## src/rtl/rom.sv

```systemverilog
// 16x4 read-only table, mem[a] = (7*a + 3) mod 16, with registered data/valid.
// Define ROM_PARITY_EN to add a registered even-parity output data_par.
module rom (
  input  logic       clk,
  input  logic       rst,
  input  logic       en,
  input  logic [3:0] addr,
  output logic [3:0] data,
  output logic       valid
`ifdef ROM_PARITY_EN
  ,
  output logic       data_par
`endif
);

  logic [3:0] rd;
  logic [3:0] nxt_data;
  logic       nxt_valid;

  always_comb begin
    rd = 4'h0;
    case (addr)
      4'h0: rd = 4'h3;
      4'h1: rd = 4'hA;
      4'h2: rd = 4'h1;
      4'h3: rd = 4'h8;
      4'h4: rd = 4'hF;
      4'h5: rd = 4'h6;
      4'h6: rd = 4'hD;
      4'h7: rd = 4'h4;
      4'h8: rd = 4'hB;
      4'h9: rd = 4'h2;
      4'hA: rd = 4'h9;
      4'hB: rd = 4'h0;
      4'hC: rd = 4'h7;
      4'hD: rd = 4'hE;
      4'hE: rd = 4'h5;
      4'hF: rd = 4'hC;
      default: rd = 4'h0;
    endcase
  end

  // Unknown address bits only exist in 4-state simulation; hardware always sees a real address.
  always_comb begin
    nxt_data  = rd;
    nxt_valid = 1'b1;
`ifndef SYNTHESIS
    if ($isunknown(addr)) begin
      nxt_data  = 4'h0;
      nxt_valid = 1'b0;
    end
`endif
  end

  always_ff @(posedge clk or posedge rst) begin
    if (rst) begin
      data  <= 4'h0;
      valid <= 1'b0;
    end else if (en) begin
      data  <= nxt_data;
      valid <= nxt_valid;
    end else begin
      valid <= 1'b0;
    end
  end

`ifdef ROM_PARITY_EN
  // Loaded under the same condition as data so the two never disagree.
  always_ff @(posedge clk or posedge rst) begin
    if (rst)     data_par <= 1'b0;
    else if (en) data_par <= ^nxt_data;
  end
`endif

endmodule

```

## config.mk

```make
export PLATFORM = sky130hd
export DESIGN_NAME = rom
export DESIGN_NICKNAME = d
export VERILOG_FILES = /design/src/rtl/rom.sv
export SDC_FILE = /design/constraint.sdc
export NUM_CORES = 1
export LEC_CHECK = 0
export CAP_MARGIN = 10
export CORE_AREA = 10 10 47 49
export CTS_CLUSTER_SIZE = 12
export DETAILED_ROUTE_END_ITERATION = 10
export DIE_AREA = 0 0 57 59
export PLACE_DENSITY = 0.39
export SLEW_MARGIN = 15
export SYNTH_ARGS = -nofsm -noshare
export SYNTH_HDL_FRONTEND = slang
export SYNTH_SLANG_ARGS = --single-unit
```

## constraint.sdc

```tcl
create_clock -name clk -period 0.8 [get_ports clk]
set_input_delay 0.16 -clock clk [delete_from_list [all_inputs] [get_ports clk]]
set_output_delay 0.16 -clock clk [all_outputs]
set_load 0.05 [all_outputs]
```

==> impl_metrics.py, run 1 <==
metrics = {
    "die": {
        "die_area_um2": 3363,
        "coreArea_um2": 1401,
        "start_util": 0.1536,
        "die_h_um": 59,
        "fp.dieW_um": 57,
        "rows": 14,
        "ios": 12,
    },
    "status": {
        "status": "finished, violations left",
        "violations": "setup timing",
    },
    "detailed_routing": {
        "drtAntennaViolNets": 0,
        "via_per_inst": 3.566,
        "top_layer": "met3",
        "wl_met3_um": 102,
        "first_iter_violations": 3,
        "dr_wl_met2_um": 250,
        "wl_met1_um": 268,
        "wl_per_cell_um": 11.72,
        "routed_wl_um": 621,
        "post-route-drc-count": 0,
        "num_vias": 189,
        "firstDrtPassIters": 2,
    },
    "finish": {
        "seqCellArea_um2": 130.1,
        "mostFrequentLayoutCells": "buf_12 (5), nor2_1 (4), dfrtp_2 (4), clkbuf_4 (3), clkdlybuf4s50_1 (3)",
        "multi_input_area_um2": 102.6,
        "areaGrowthSynthToFinish_pct": 120.9,
        "final_common_cell": "buf_12",
        "finalNetCount": 47,
        "stdcell_area_um2": 475.5,
        "layout-drive-gt1-share": 0.5676,
        "finalNonFillerCells": 53,
        "diodes": 0,
        "fillers": 152,
    },
    "setup_path": {
        "crit_fanout": 2,
        "endpoint_kind": "primary output",
        "critPathTopFamily": "flip-flops",
        "crit_buf_inv": 1,
        "crit_path_cell_trace": "buf_12",
        "critPathSlowestCell": "dfrtp_2",
        "cpPeakStageDelay_ns": 0.42,
        "start_kind": "flop",
        "worstPathRequired_ns": 0.64,
        "worst-endpoint-arrival_ns": 0.82,
        "crit_type": "reg2out",
    },
    "synthesis": {
        "synthCells": 19,
        "yosysUniqueCellTypes": 7,
        "yosysTopAreaCell": "dfrtp_1",
        "yosysWarnings": 0,
        "syn-cell-area_um2": 215.2,
        "synth_seq_cells": 5,
        "syn_nets": 28,
        "synth_top_area_share": 0.5814,
        "avgSynthCellArea_um2": 11.33,
        "yosys-top-cells-area": "dfrtp_1 (58%), ha_1 (12%), a21oi_1 (7.0%)",
        "ys_seq_area_frac": 0.5814,
    },
    "pwr": {
        "vdd_drop_max_v": 0.0004713,
        "p_leak_uw": 0.0002151,
        "p_per_area_nw_per_um2": 1929,
    },
    "clock_network": {
        "clk_pin_slew_ns": 0.04,
        "cts_max_path_buffers": 2,
        "h-tree-depth": 1,
        "ctsHoldBuffers": 0,
        "worstSkewPairLatency_ns": 0.24,
        "cts_tree": "built",
        "cts.sinks": 5,
        "cts_made_buffers": 3,
        "cts-root-buf": "clkbuf_4",
    },
    "sta": {
        "worst_pin_slew_ns": 0.1909,
        "setup_tns_ns": -0.8210,
        "final.min_clock_period_ns": 0.9758,
        "finalMaxSlewViolations": 0,
        "timing.hold.ws_ns": 0.1248,
        "max-slew-margin-rel": 0.8726,
        "hold_viol": 0,
        "rsz0062_at_grt": "yes",
        "skew_ns": 0,
        "period_share": 1.220,
        "fmax_ghz": 1.025,
        "setup_viol": 6,
        "fin_ws_ns": -0.1758,
    },
    "global_routing": {
        "antenna_found_initial": 0,
        "grt_max_degree": 8,
        "grt_pass1_wl_um": 1035,
        "overflow": 0,
        "grt_pass1_vias": 248,
        "track_usage": 0.04242,
    },
    "place": {
        "portBuffers": 11,
        "placed_area_um2": 415.4,
        "dpl.cell_count": 48,
        "gp_congestion": 0.6471,
    },
    "worst_hold_path": {
        "hold_class": "in2async",
    },
    "job": {
        "cap_violations": 0,
    },
}
==> routing by layer <==
metal / global-route usage / up-vias
met4: 0.04027 / 0
met1: 0.03461 / 82
met5: 0 / -
met3: 0.03648 / 0
met2: 0.06202 / 12
li1: - / 95
==> state kept, by name, indices dropped and copies added (netlist names) <==
| signal | cells |
|---|---|
| data | 4 |
| valid | 1 |
==> synth_stat cells <==
master   count
a21oi_1      3
dfrtp_1      5
ha_1         2
inv_1        3
mux2_4       1
nor2_1       4
xnor2_1      1
==> report_power, final <==
group	internal, uW	switching (uW)	total (uW)
registers	284	26.6	311
clock network	189	102	291
logic	166	150	316
total	638	279	917
==> path summary, 6_finish.rpt <==
kind | start | cells after the start | slack (ns) | endpoint
max in group asynchronous | rst | 2 | 0.49 | data[3]$_DFFE_PP0P_
max | data[2]$_DFFE_PP0P_ | 1 | -0.18 | data[2]
min | rst | 2 | 0.12 | valid$_DFF_PP0_
max reg2reg | data[2]$_DFFE_PP0P_ | 1 | 0 | data[2]$_DFFE_PP0P_
min in group clk | en | 2 | 0.37 | valid$_DFF_PP0_
min reg2reg | data[2]$_DFFE_PP0P_ | 1 | 0.56 | data[2]$_DFFE_PP0P_
==> kinds of logic after synthesis <==
group                    synth area share
AND/OR/NAND/NOR                   0.06975
XOR/XNOR                          0.04071
adder cells (fa/ha/maj)            0.1163
buffers and inverters             0.05232
AO/OA/AOI/OAI                     0.06975
flip-flops                         0.5814
multiplexers                      0.06975
==> what timing repair did <==
item,CTS,global route
endpoints found under the hold margin,0,0
pin swaps,3,3
buffers inserted,0,1
gates cloned,0,0
setup endpoints to repair,9,8
gates resized for setup,8,3
==> area by class of cell <==
type | count | share of cell area
flip-flops and latches | 5 | 0.2737
multi-input cells | 11 | 0.2158
well taps | 16 | 0.04211
inverters | 3 | 0.02368
clock buffers | 4 | 0.05526
repair buffers | 14 | 0.3895
==> metrics by stage <==
stage	util	worst slack, ns	total power (uW)
2_1_floorplan	-	-0.1094	432.5
4_1_cts	0.3295	-0.1908	926.3
5_1_grt	0.3393	-0.1946	962.4
3_5_place_dp	0.2964	-0.5173	608.0
3_3_place_gp	0.2964	-0.5096	606.5
6_report	0.3393	-0.1758	917.2
Power figures use the tool's default switching activity.
==> inputs of run 2 (changes only) <==
Settings changed: DONT_BUFFER_PORTS set to 1, PLACE_DENSITY 0.39 to 0.3, SKIP_CTS_REPAIR_TIMING set to 1.
==> impl_metrics.py, run 2 (synthesis gave the netlist of run 1 again) <==
metrics = {
    "status": {
        "status": "finished, violations left",
        "violations": "setup timing",
    },
    "worst_hold_path": {
        "hold_class": "in2reg",
    },
    "job": {
        "cap_violations": 0,
    },
    "sta": {
        "period_share": 1.204,
        "hold_viol": 0,
        "fmax_ghz": 1.038,
        "skew_ns": 0,
        "rsz0062_at_grt": "yes",
        "fin_ws_ns": -0.1632,
        "setup_viol": 6,
        "final.min_clock_period_ns": 0.9632,
        "max-slew-margin-rel": 0.8695,
        "worst_pin_slew_ns": 0.1956,
        "finalMaxSlewViolations": 0,
    },
    "clock_network": {
        "h-tree-depth": 1,
        "worstSkewPairLatency_ns": 0.23,
        "clk_pin_slew_ns": 0.04,
        "cts_tree": "built",
        "cts.sinks": 5,
        "cts-root-buf": "clkbuf_4",
        "cts_max_path_buffers": 2,
        "cts_made_buffers": 3,
    },
    "finish": {
        "largest_reg_flops": 4,
        "fin_util": 0.2830,
        "top_register": "data",
        "layout-drive-gt1-share": 0.4688,
        "areaGrowthSynthToFinish_pct": 84.30,
        "diodes": 0,
        "top_regs": "data (4), valid (1)",
        "finalNetCount": 42,
        "mostFrequentLayoutCells": "nor2_1 (4), dfrtp_2 (4), buf_12 (4)",
        "stdcell_area_um2": 396.6,
    },
    "global_routing": {
        "antenna_found_initial": 0,
        "grt_pass1_vias": 174,
        "track_usage": 0.03808,
        "grt_max_degree": 9,
        "grt_pass1_wl_um": 897,
        "overflow": 0,
    },
    "pwr": {
        "vdd_drop_max_v": 0.0005452,
        "clockPowerShare": 0.330,
        "p_per_area_nw_per_um2": 2146,
        "pwr-share-comb": 0.307,
        "p_seq_frac": 0.364,
        "sw_frac_of_total": 0.2921,
        "internal-power_uw": 602.6,
        "p_switching_uw": 248.7,
        "p_leak_uw": 0.0001852,
    },
    "die": {
        "start_util": 0.1536,
        "die_h_um": 59,
        "ios": 12,
        "die_area_um2": 3363,
        "fp.dieW_um": 57,
        "coreArea_um2": 1401,
        "rows": 14,
    },
    "setup_path": {
        "endpoint_kind": "primary output",
        "crit_buf_inv": 1,
        "cpPeakStageDelay_ns": 0.42,
        "cp.depth": 1,
        "crit_path_end": "data[3]",
        "critPathTopFamily": "flip-flops",
        "crit_fanout": 2,
        "startpoint": "data[3]$_DFFE_PP0P_",
        "rr_worst_depth": 2,
        "r2r-end": "data[2]$_DFFE_PP0P_",
        "start_kind": "flop",
        "crit_type": "reg2out",
        "worst-endpoint-arrival_ns": 0.80,
        "rrSetupSlack_ns": -0.10,
        "critPathSlowestCell": "dfrtp_2",
        "crit_path_cell_trace": "buf_12",
        "worstReg2RegStart": "data[2]$_DFFE_PP0P_",
        "worstPathRequired_ns": 0.64,
    },
    "place": {
        "gp_congestion": 0.6105,
        "pre_cts_ws_ns": -0.04890,
        "placed_area_um2": 335.3,
        "portBuffers": 0,
    },
    "detailed_routing": {
        "wl_per_cell_um": 11.83,
        "routed_wl_um": 568,
        "first_iter_violations": 1,
        "drtAntennaViolNets": 0,
        "post-route-drc-count": 0,
        "via_per_inst": 3.771,
        "firstDrtPassIters": 2,
        "num_vias": 181,
    },
}
[run 2: per-stage QoR]
| stage | hold slack (ns) | cells | total power (uW) | TNS (ns) |
|---|---|---|---|---|
| 3_3_place_gp | -0.03702 | 41 | 550.2 | -0.004580 |
| 4_1_cts | -0.2874 | 45 | 843.5 | -0.8542 |
| 3_5_place_dp | -0.03312 | 41 | 554.3 | -0.04890 |
| 5_1_grt | 0.004362 | 48 | 917.5 | -1.052 |
| 6_report | 0.01063 | 48 | 851.2 | -0.8775 |
| 2_1_floorplan | -0.06175 | 19 | 432.5 | -0.1094 |
[run 2: routing by layer]
layer  track usage  vias up  share of wire  wire (um)
met1       0.03814       82           0.42        239
met5             0        -              0          0
met4       0.05034        0          0.048         27
met3       0.02790        2           0.13         72
li1              -       85              -          -
met2       0.04341       12           0.40        229
[run 2: power by group through the flow]
stage               Combinational [uW]  Sequential (uW)  Clock (uW)
finish                             261              309         281
global route                       277              312         328
CTS                                241              309         293
detailed placement                 242              312           0
global placement                   239              312           0
floorplan                         41.8              391           0
[run 2: final cells by class]
cell class              instances  area [um2]
flip-flops and latches          5       130.1
fillers                       150        1005
inverters                       3       11.26
clock buffers                   4       26.28
repair buffers                  9       130.1
well taps                      16       20.02
multi-input cells              11       78.83
[run 2: how the worst min path moves through the flow]
stage / start / to / slack, ns / cells past startpoint
final: en / data[1]$_DFFE_PP0P_ / 0.01 / 1
after global routing: en / data[1]$_DFFE_PP0P_ / 0.004 / 1
after CTS: rst / valid$_DFF_PP0_ / -0.29 / 1
after detailed placement: rst / valid$_DFF_PP0_ / -0.03 / 1
after global placement: rst / valid$_DFF_PP0_ / -0.04 / 1
after floorplan: rst / valid$_DFF_PP0_ / -0.06 / 1
